[src/rtl/comp_serial_32_if.sv]
// Operand/result handshake bundle for comp_serial_32.
// Latency: none (wires only).
// Backpressure: in_valid/in_ready on the operand side, out_valid/out_ready on the result side.
//
// Signals:
//   in_valid, in_ready, a, b       operand pair handshake (A/B unsigned)
//   out_valid, out_ready, eq, gt   result handshake (eq = A==B, gt = A>B)
//   busy                           comparison in progress
interface comp_serial_32_if #(
  parameter int WIDTH = 32
);
  logic             in_valid;
  logic             in_ready;
  logic [WIDTH-1:0] a;
  logic [WIDTH-1:0] b;
  logic             out_valid;
  logic             out_ready;
  logic             eq;
  logic             gt;
  logic             busy;

  // Producer/consumer side (drives operands, accepts results).
  modport master (
    output in_valid, a, b, out_ready,
    input  in_ready, out_valid, eq, gt, busy
  );

  // Comparator side.
  modport slave (
    input  in_valid, a, b, out_ready,
    output in_ready, out_valid, eq, gt, busy
  );
endinterface

[src/rtl/comp_serial_32.sv]
// Serial unsigned magnitude comparator: one 8-bit cascadable slice walked MSB byte first.
// Latency: WIDTH/8 edges from accept to out_valid (1..WIDTH/8 with COMP_SERIAL_EARLY_EXIT_EN).
// Backpressure: one pair in flight; in_ready only in IDLE, result held in DONE until out_ready.
//
// Ports: clock, reset_n (async active-low), bus (comp_serial_32_if.slave: in_valid/in_ready/a/b,
//        out_valid/out_ready/eq/gt, busy).
// Optional build macro: COMP_SERIAL_EARLY_EXIT_EN -- leave RUN as soon as a byte differs.

// 8-bit cascadable comparator slice. eq1/gt1 carry the verdict of the more
// significant bytes; a lower byte only matters while everything above is equal.
module comp_8 (
  input  logic [7:0] a,
  input  logic [7:0] b,
  input  logic       eq1,
  input  logic       gt1,
  output logic       eq0,
  output logic       gt0
);
  always_comb begin
    eq0 = eq1 & (a == b);
    gt0 = gt1 | (eq1 & (a > b));
  end
endmodule

module comp_serial_32 #(
  parameter int WIDTH = 32
) (
  input  logic                 clock,
  input  logic                 reset_n,
  comp_serial_32_if.slave      bus
);
  localparam int N     = WIDTH / 8;
  localparam int IDX_W = (N > 1) ? $clog2(N) : 1;
  localparam logic [IDX_W-1:0] IDX_TOP = IDX_W'(N - 1);

  typedef enum logic [1:0] {
    IDLE = 2'd0,
    RUN  = 2'd1,
    DONE = 2'd2
  } state_t;

  state_t           state_q, state_d;
  logic [WIDTH-1:0] a_q, a_d;
  logic [WIDTH-1:0] b_q, b_d;
  logic             eq_acc_q, eq_acc_d;
  logic             gt_acc_q, gt_acc_d;
  logic [IDX_W-1:0] idx_q, idx_d;

  logic [7:0] slice_a;
  logic [7:0] slice_b;
  logic       slice_eq;
  logic       slice_gt;

  // The single shared slice; the byte lane is chosen by idx_q.
  assign slice_a = a_q[idx_q*8 +: 8];
  assign slice_b = b_q[idx_q*8 +: 8];

  comp_8 u_slice (
    .a   (slice_a),
    .b   (slice_b),
    .eq1 (eq_acc_q),
    .gt1 (gt_acc_q),
    .eq0 (slice_eq),
    .gt0 (slice_gt)
  );

  always_ff @(posedge clock or negedge reset_n) begin
    if (!reset_n) begin
      state_q  <= IDLE;
      a_q      <= '0;
      b_q      <= '0;
      eq_acc_q <= 1'b1;
      gt_acc_q <= 1'b0;
      idx_q    <= IDX_TOP;
    end else begin
      state_q  <= state_d;
      a_q      <= a_d;
      b_q      <= b_d;
      eq_acc_q <= eq_acc_d;
      gt_acc_q <= gt_acc_d;
      idx_q    <= idx_d;
    end
  end

  always_comb begin
    state_d  = state_q;
    a_d      = a_q;
    b_d      = b_q;
    eq_acc_d = eq_acc_q;
    gt_acc_d = gt_acc_q;
    idx_d    = idx_q;

    case (state_q)
      IDLE: begin
        // Operands are only sampled here, so the producer may change a/b freely otherwise.
        if (bus.in_valid) begin
          a_d      = bus.a;
          b_d      = bus.b;
          eq_acc_d = 1'b1;
          gt_acc_d = 1'b0;
          idx_d    = IDX_TOP;
          state_d  = RUN;
        end
      end
      RUN: begin
        eq_acc_d = slice_eq;
        gt_acc_d = slice_gt;
        if (idx_q == '0) begin
          state_d = DONE;
        end else begin
          idx_d = idx_q - 1'b1;
        end
`ifdef COMP_SERIAL_EARLY_EXIT_EN
        // Once a byte differs the lower bytes cannot change the verdict.
        if (!slice_eq) begin
          state_d = DONE;
        end
`endif
      end
      DONE: begin
        // Returning to IDLE first means a new pair is never taken on the release edge.
        if (bus.out_ready) begin
          state_d = IDLE;
        end
      end
      default: begin
        state_d = IDLE;
      end
    endcase
  end

  // Outputs decode straight from state; eq/gt are gated so they read 0 outside DONE.
  always_comb begin
    bus.in_ready  = (state_q == IDLE);
    bus.busy      = (state_q == RUN);
    bus.out_valid = (state_q == DONE);
    bus.eq        = (state_q == DONE) & eq_acc_q;
    bus.gt        = (state_q == DONE) & gt_acc_q & ~eq_acc_q;
  end
endmodule
[src/flat_wrapper.sv]
// flat-port wrapper written by rule: the top's interface ports become plain ports
module comp_serial_32_flat 
#(
  parameter int WIDTH = 32
)
  (clock, reset_n, bus_in_valid, bus_a, bus_b, bus_out_ready, bus_in_ready, bus_out_valid, bus_eq, bus_gt, bus_busy);
  comp_serial_32_if #(.WIDTH(WIDTH)) bus_i ();
  input  logic clock;
  input  logic reset_n;
  input wire logic [$bits(bus_i.in_valid)-1:0] bus_in_valid;
  input wire logic [$bits(bus_i.a)-1:0] bus_a;
  input wire logic [$bits(bus_i.b)-1:0] bus_b;
  input wire logic [$bits(bus_i.out_ready)-1:0] bus_out_ready;
  output wire logic [$bits(bus_i.in_ready)-1:0] bus_in_ready;
  output wire logic [$bits(bus_i.out_valid)-1:0] bus_out_valid;
  output wire logic [$bits(bus_i.eq)-1:0] bus_eq;
  output wire logic [$bits(bus_i.gt)-1:0] bus_gt;
  output wire logic [$bits(bus_i.busy)-1:0] bus_busy;
  assign bus_i.in_valid = bus_in_valid;
  assign bus_i.a = bus_a;
  assign bus_i.b = bus_b;
  assign bus_i.out_ready = bus_out_ready;
  assign bus_in_ready = bus_i.in_ready;
  assign bus_out_valid = bus_i.out_valid;
  assign bus_eq = bus_i.eq;
  assign bus_gt = bus_i.gt;
  assign bus_busy = bus_i.busy;
  comp_serial_32 #(.WIDTH(WIDTH)) u_core (.clock(clock), .reset_n(reset_n), .bus(bus_i));
endmodule
[config.mk]
export PLATFORM = sky130hd
export DESIGN_NAME = comp_serial_32_flat
export DESIGN_NICKNAME = d
export VERILOG_FILES = /design/src/rtl/comp_serial_32_if.sv /design/src/rtl/comp_serial_32.sv /design/src/flat_wrapper.sv
export SDC_FILE = /design/constraint.sdc
export NUM_CORES = 1
export LEC_CHECK = 0
export CORE_MARGIN = 4
export CORE_UTILIZATION = 50
export DETAILED_ROUTE_END_ITERATION = 10
export GPL_TIMING_DRIVEN = 1
export MAX_ROUTING_LAYER = met4
export PLACE_DENSITY = 0.84
export SYNTH_ARGS = -nofsm -noshare
export SYNTH_HDL_FRONTEND = slang
export SYNTH_SLANG_ARGS = --single-unit
export TNS_END_PERCENT = 5
[constraint.sdc]
create_clock -name clock -period 2.82 [get_ports clock]
set_input_delay 0.705 -clock clock [delete_from_list [all_inputs] [get_ports clock]]
set_output_delay 0.705 -clock clock [all_outputs]
set_load 0.02 [all_outputs]
## Yosys cells after proc, flatten, opt, wreduce, memory -nomap -nowiden

Cells that the tools add are included.

- Shift-type cells: 2
- $add $sub $neg: 1
- Bitwise logic cells: 7
- Reductions and logical operators: 7
- Divide/modulo/power cells: 0
- Equal/unequal tests: 7
- Multipliers: 0
- $lt $le $gt $ge: 1
- Multiplexer cells: 11

Operators with widths:

| operator | count |
|---|---|
| $shiftx A32 B6 Y8 | 2 |
| $mux W2 | 5 |
| $eq A8 B8 Y1 | 1 |
| $gt A8 B8 Y1 | 1 |
| $ne A2 B2 Y1 const B | 3 |
| $pmux W2 S3 | 1 |
| $reduce_and A3 Y1 | 2 |
| $and A1 B1 Y1 | 5 |
| $logic_not A2 Y1 | 2 |
| $pmux W1 S2 | 2 |
| $pmux W2 S2 | 1 |
| $reduce_and A2 Y1 | 2 |
| $eq A2 B1 Y1 const B | 1 |
| $eq A2 B2 Y1 const B | 1 |
| $mux W1 | 2 |
| $ne A2 B1 Y1 const B | 1 |
| $reduce_bool A2 Y1 | 1 |
| $sub A2 B1 Y2 const B | 1 |
| $not A1 Y1 | 1 |
| $or A1 B1 Y1 | 1 |

- Bits in latches: 0
- Input port bits: 68
- Logic and storage cells: 42
- Output and inout bits: 5
- RAM bits: 0
- Bits in read-only memories: 0
- Register bits: 70
- Memories: 0

## Logic depth before layout (Yosys ltp)

- Word-level depth: 5
- Depth in mapped cells: 8

## Cells and area by module

From an unflattened synthesis, not the netlist that was laid out.

- Cell total of the unflattened synthesis: 218
- Area, all modules: 3618.5 µm²

Modules (own cells, without submodules):

| module | sequential area each (µm²) | area each (µm²) | cells each | times used |
|---|---|---|---|---|
| comp_serial_32 | 1755.4 | 3400.8 | 188 | 1 |
| comp_8 | 0.0 | 217.7 | 30 | 1 |

## Least setup slack after synthesis

Ideal clock, no wire load.

- Path type: register to register
- From: reg u_core.idx_q[0]
- To: reg u_core.gt_acc_q
- Setup slack: 0.332 ns
- Clock period less this slack: 2.488 ns
- Stages on the path, launching flop included: 9
- Data arrival time: 2.367 ns
- Cells stage by stage: dfstp_2 -> buf_4 -> buf_4 -> mux4_2 -> ha_1 -> a211o_1 -> a21oi_1 -> o211ai_1 -> a22o_1

- Cells in the longest elaborated chain, start to end: 5
- Elaborated cells between the ends (all ways): 6

Ends and longest elaborated chain:

| what | RTL line | text |
|---|---|---|
| from (decl) | comp_serial_32.sv:47 | `logic [IDX_W-1:0] idx_q, idx_d;` |
| from (signal assigned) | comp_serial_32.sv:81 | `idx_q <= idx_d;` |
| $shiftx A32 B6 Y8, on equally long branches | comp_serial_32.sv:55, comp_serial_32.sv:56 |  |
| $gt A8 B8 Y1 * | comp_serial_32.sv:21 | `gt0 = gt1 \| (eq1 & (a > b));` |
| $and A1 B1 Y1 * | comp_serial_32.sv:21 |  |
| $or A1 B1 Y1 * | comp_serial_32.sv:21 |  |
| $pmux W1 S2 * | comp_serial_32.sv:93 | `case (state_q)` |
| to (signal assigned) | comp_serial_32.sv:80 | `gt_acc_q <= gt_acc_d;` |
| to (decl) | comp_serial_32.sv:46 | `logic gt_acc_q, gt_acc_d;` |

Mark *: on every way between the ends. The rest lies on a longest branch, timed or not.
A chain may end at the register's enable or synchronous reset.

## Final worst setup path

- From: reg u_core.state_q[1]
- To: out bus_gt

- Cells in the longest elaborated chain, start to end: 3

Ends and longest elaborated chain:

| what | RTL line | text |
|---|---|---|
| from (decl) | comp_serial_32.sv:42 | `state_t state_q, state_d;` |
| from (signal assigned) | comp_serial_32.sv:76 | `state_q <= state_d;` |
| $eq A2 B2 Y1 | comp_serial_32.sv:138 | `bus.gt = (state_q == DONE) & gt_acc_q & ~eq_acc_q;` |
| $and A1 B1 Y1 (2 in a row) | comp_serial_32.sv:138 |  |
| to (decl) | flat_wrapper.sv:17 | `output wire logic [$bits(bus_i.gt)-1:0] bus_gt;` |

Every way passes these cells.

==> results.cfg <==
[status]
run_status = finished clean

[yosys]
synth_warnings = 0
synth_xor_area_share_pct = 0
synthTopCellsByArea = dfrtp_1, mux2_1, mux4_2
synth_nets = 286
synthesis.area_um2 = 3260
ys_types = 28
synth_common_cells = dfrtp_1, mux2_1, mux2_2
yosysSeqAreaShare_pct = 53.9
synth.avg_cell_area_um2 = 15.6
synth_compound_area_share_pct = 2.76
synth-edff-count = 0
synthMostInstantiatedCell = dfrtp_1
postSynthCellCount = 209
yosys.area.top_type = dfrtp_1
synth_top_area_share_pct = 51.5
synth-simple-area-share_pct = 2.65
ys_ff_latch = 70
synth_fa_ha_area_share_pct = 3.46
synthFlopType = dfrtp_1
synth_top_family_by_area = multiplexers
synthArstFlopShare_pct = 100
muxShareOfSynthArea_pct = 33.2

[grt]
grt_pass1_vias = 2038
antenna_found_initial = 0
track_usage_pct = 18.4
overflow = 0
grt_pass1_wl_um = 10200
grt_max_degree = 67

[sta]
rsz0062_at_grt = false
max_freq_ghz = 0.395
setup_slack_ps = 286
maxSlewViolCount = 0
finalHoldViolCount = 0
setup_violations = 0
tns_ps = 0
finalCritPeriodShare_pct = 89.9
relSlewSlack_pct = 49.1
finalCriticalPeriod_ps = 2530
tightestPinTransition_ps = 764
finClkSkew_ps = 8.97

[setup_path]
slowest_stage = clkdlybuf4s50_1
start_kind = flop
crit_fanout = 5
critical-path-top-delay-family = buffers and inverters
reg2reg_slack_ps = 380
cp.arrival_ps = 1830
path_cells = nor2b_1 > and3b_1 > clkdlybuf4s50_1
slowest_delay_ps = 600
critPathCaptureType = primary output
crit_buf_inv = 1
cp.required_ps = 2120
critical_path_class = reg2out

[layout]
fin_cells = 368
seqCellArea_um2 = 1760
finalNetCount = 363
multi_input_area_um2 = 1380
drive_above_1_share_pct = 20.3
syn2layout_area_growth_pct = 29.3
num_antenna_cells = 0
nFillCells = 477

[floorplan]
dieArea_um2 = 7870
die_w_um = 88.7
core_um2 = 6350
io_pins = 73
initial_core_util_pct = 51.3
rows = 29
fp.dieH_um = 88.7

[drt]
drt-initial-drc-count = 98
antenna_left = 0
drt-total-wl_um = 6310
wl_per_cell_um = 17.1
drtPass1Iterations = 4
drc = 0
via_count = 2008
routed_via_density = 5.46

[power]
p_per_area_nw_per_um2 = 1080
p_leak_uw = 0.00179
max-vdd-ir-drop_uv = 741

[clock_tree]
cts_tree = built
cts_root_buffer = clkbuf_8
cts-hold-fix-buffers = 0
cts_buffers = 9
cts_max_path_buffers = 2
cts_setup_buffers = 0
clock_sinks = 70
cts_resized = 0
htree_levels = 3
clkSlewWorstSetupHoldPaths_ps = 70
clkLatencyLatePin_ps = 340

[place]
dp_slack_ps = 354
gp_congestion = 0.926
io_buffers = 72
dp_cells = 352
hpwl_um = 4650

[worst_hold_path]
hold_path_class = in2async

[run]
max-cap-violations = 0
[registers in the layout, indices dropped and copies added (netlist names)]
register and cells:
u_core.a_q 32, u_core.b_q 32, u_core.eq_acc_q 1, u_core.gt_acc_q 1, u_core.idx_q 2, u_core.state_q 2
[routing by layer]
| metal | track usage [%] | up-vias | wire length, um |
|---|---|---|---|
| met5 | - | - | 0 |
| li1 | - | 922 | - |
| met3 | 5.21 | 12 | 383 |
| met4 | 7.42 | 0 | 119 |
| met2 | 27.9 | 56 | 3110 |
| met1 | 23.3 | 1018 | 2700 |
[per-stage QoR]
stage | total power (uW) | util [%] | instance area, um2 | hold WS (ps)
floorplan | 3330 | - | 3260 | 409
global placement | 3790 | 63.6 | 4040 | 463
detailed placement | 3870 | 63.6 | 4040 | 472
CTS | 4610 | 66.3 | 4210 | 438
global route | 4920 | 66.3 | 4210 | 478
finish | 4560 | 66.3 | 4210 | 421
[cells by family after synthesis]
kind of cell,count (synthesis)
AOI/OAI and AO/OA,13
DFF,70
muxes,80
buffers and inverters,23
and+or+nand+nor,14
adders and majority gates,9
[layout make-up]
cell class	instances	share of cell area, %
Tap cell	77	2.29
Multi-Input combinational cell	116	32.7
Clock buffer	14	3.86
Clock inverter	2	0.238
Inverter	12	1.07
Timing Repair Buffer	77	18.2
Sequential cell	70	41.7
[cell usage in the layout (no fill, tap or decap), drive strengths merged, types with 2 or more instances in the layout]
cell type / Yosys / routed
nor2b: 2 / 2
clkdlybuf4s50: 0 / 71
o21a: 2 / 2
mux2: 64 / 64
nor3b: 2 / 2
a21oi: 3 / 3
nand4: 2 / 2
clkbuf: 0 / 14
clkinv: 0 / 2
buf: 11 / 6
inv: 12 / 12
dfstp: 3 / 3
ha: 9 / 9
nor2: 3 / 3
o21ai: 2 / 2
dfrtp: 67 / 67
mux4: 16 / 16
a22o: 2 / 2
[report_power, final]
group	internal, uW	switching [uW]	total, uW
Combinational	1180	786	1970
Sequential	1530	340	1870
Clock	366	350	716
[worst paths after layout]
| kind | startpoint | to | cells past startpoint |
|---|---|---|---|
| worst max-delay path | u_core.state_q[1] | bus_gt | 3 |
| worst min-delay path | reset_n | u_core.b_q[4] | 1 |
| worst max register to register | u_core.idx_q[0] | u_core.gt_acc_q | 7 |
| worst min register to register | u_core.a_q[14] | u_core.a_q[14] | 1 |
| max in group asynchronous | reset_n | u_core.b_q[1] | 2 |
| min in group clock | u_core.a_q[14] | u_core.a_q[14] | 1 |
(Power assumes the default switching activity.)
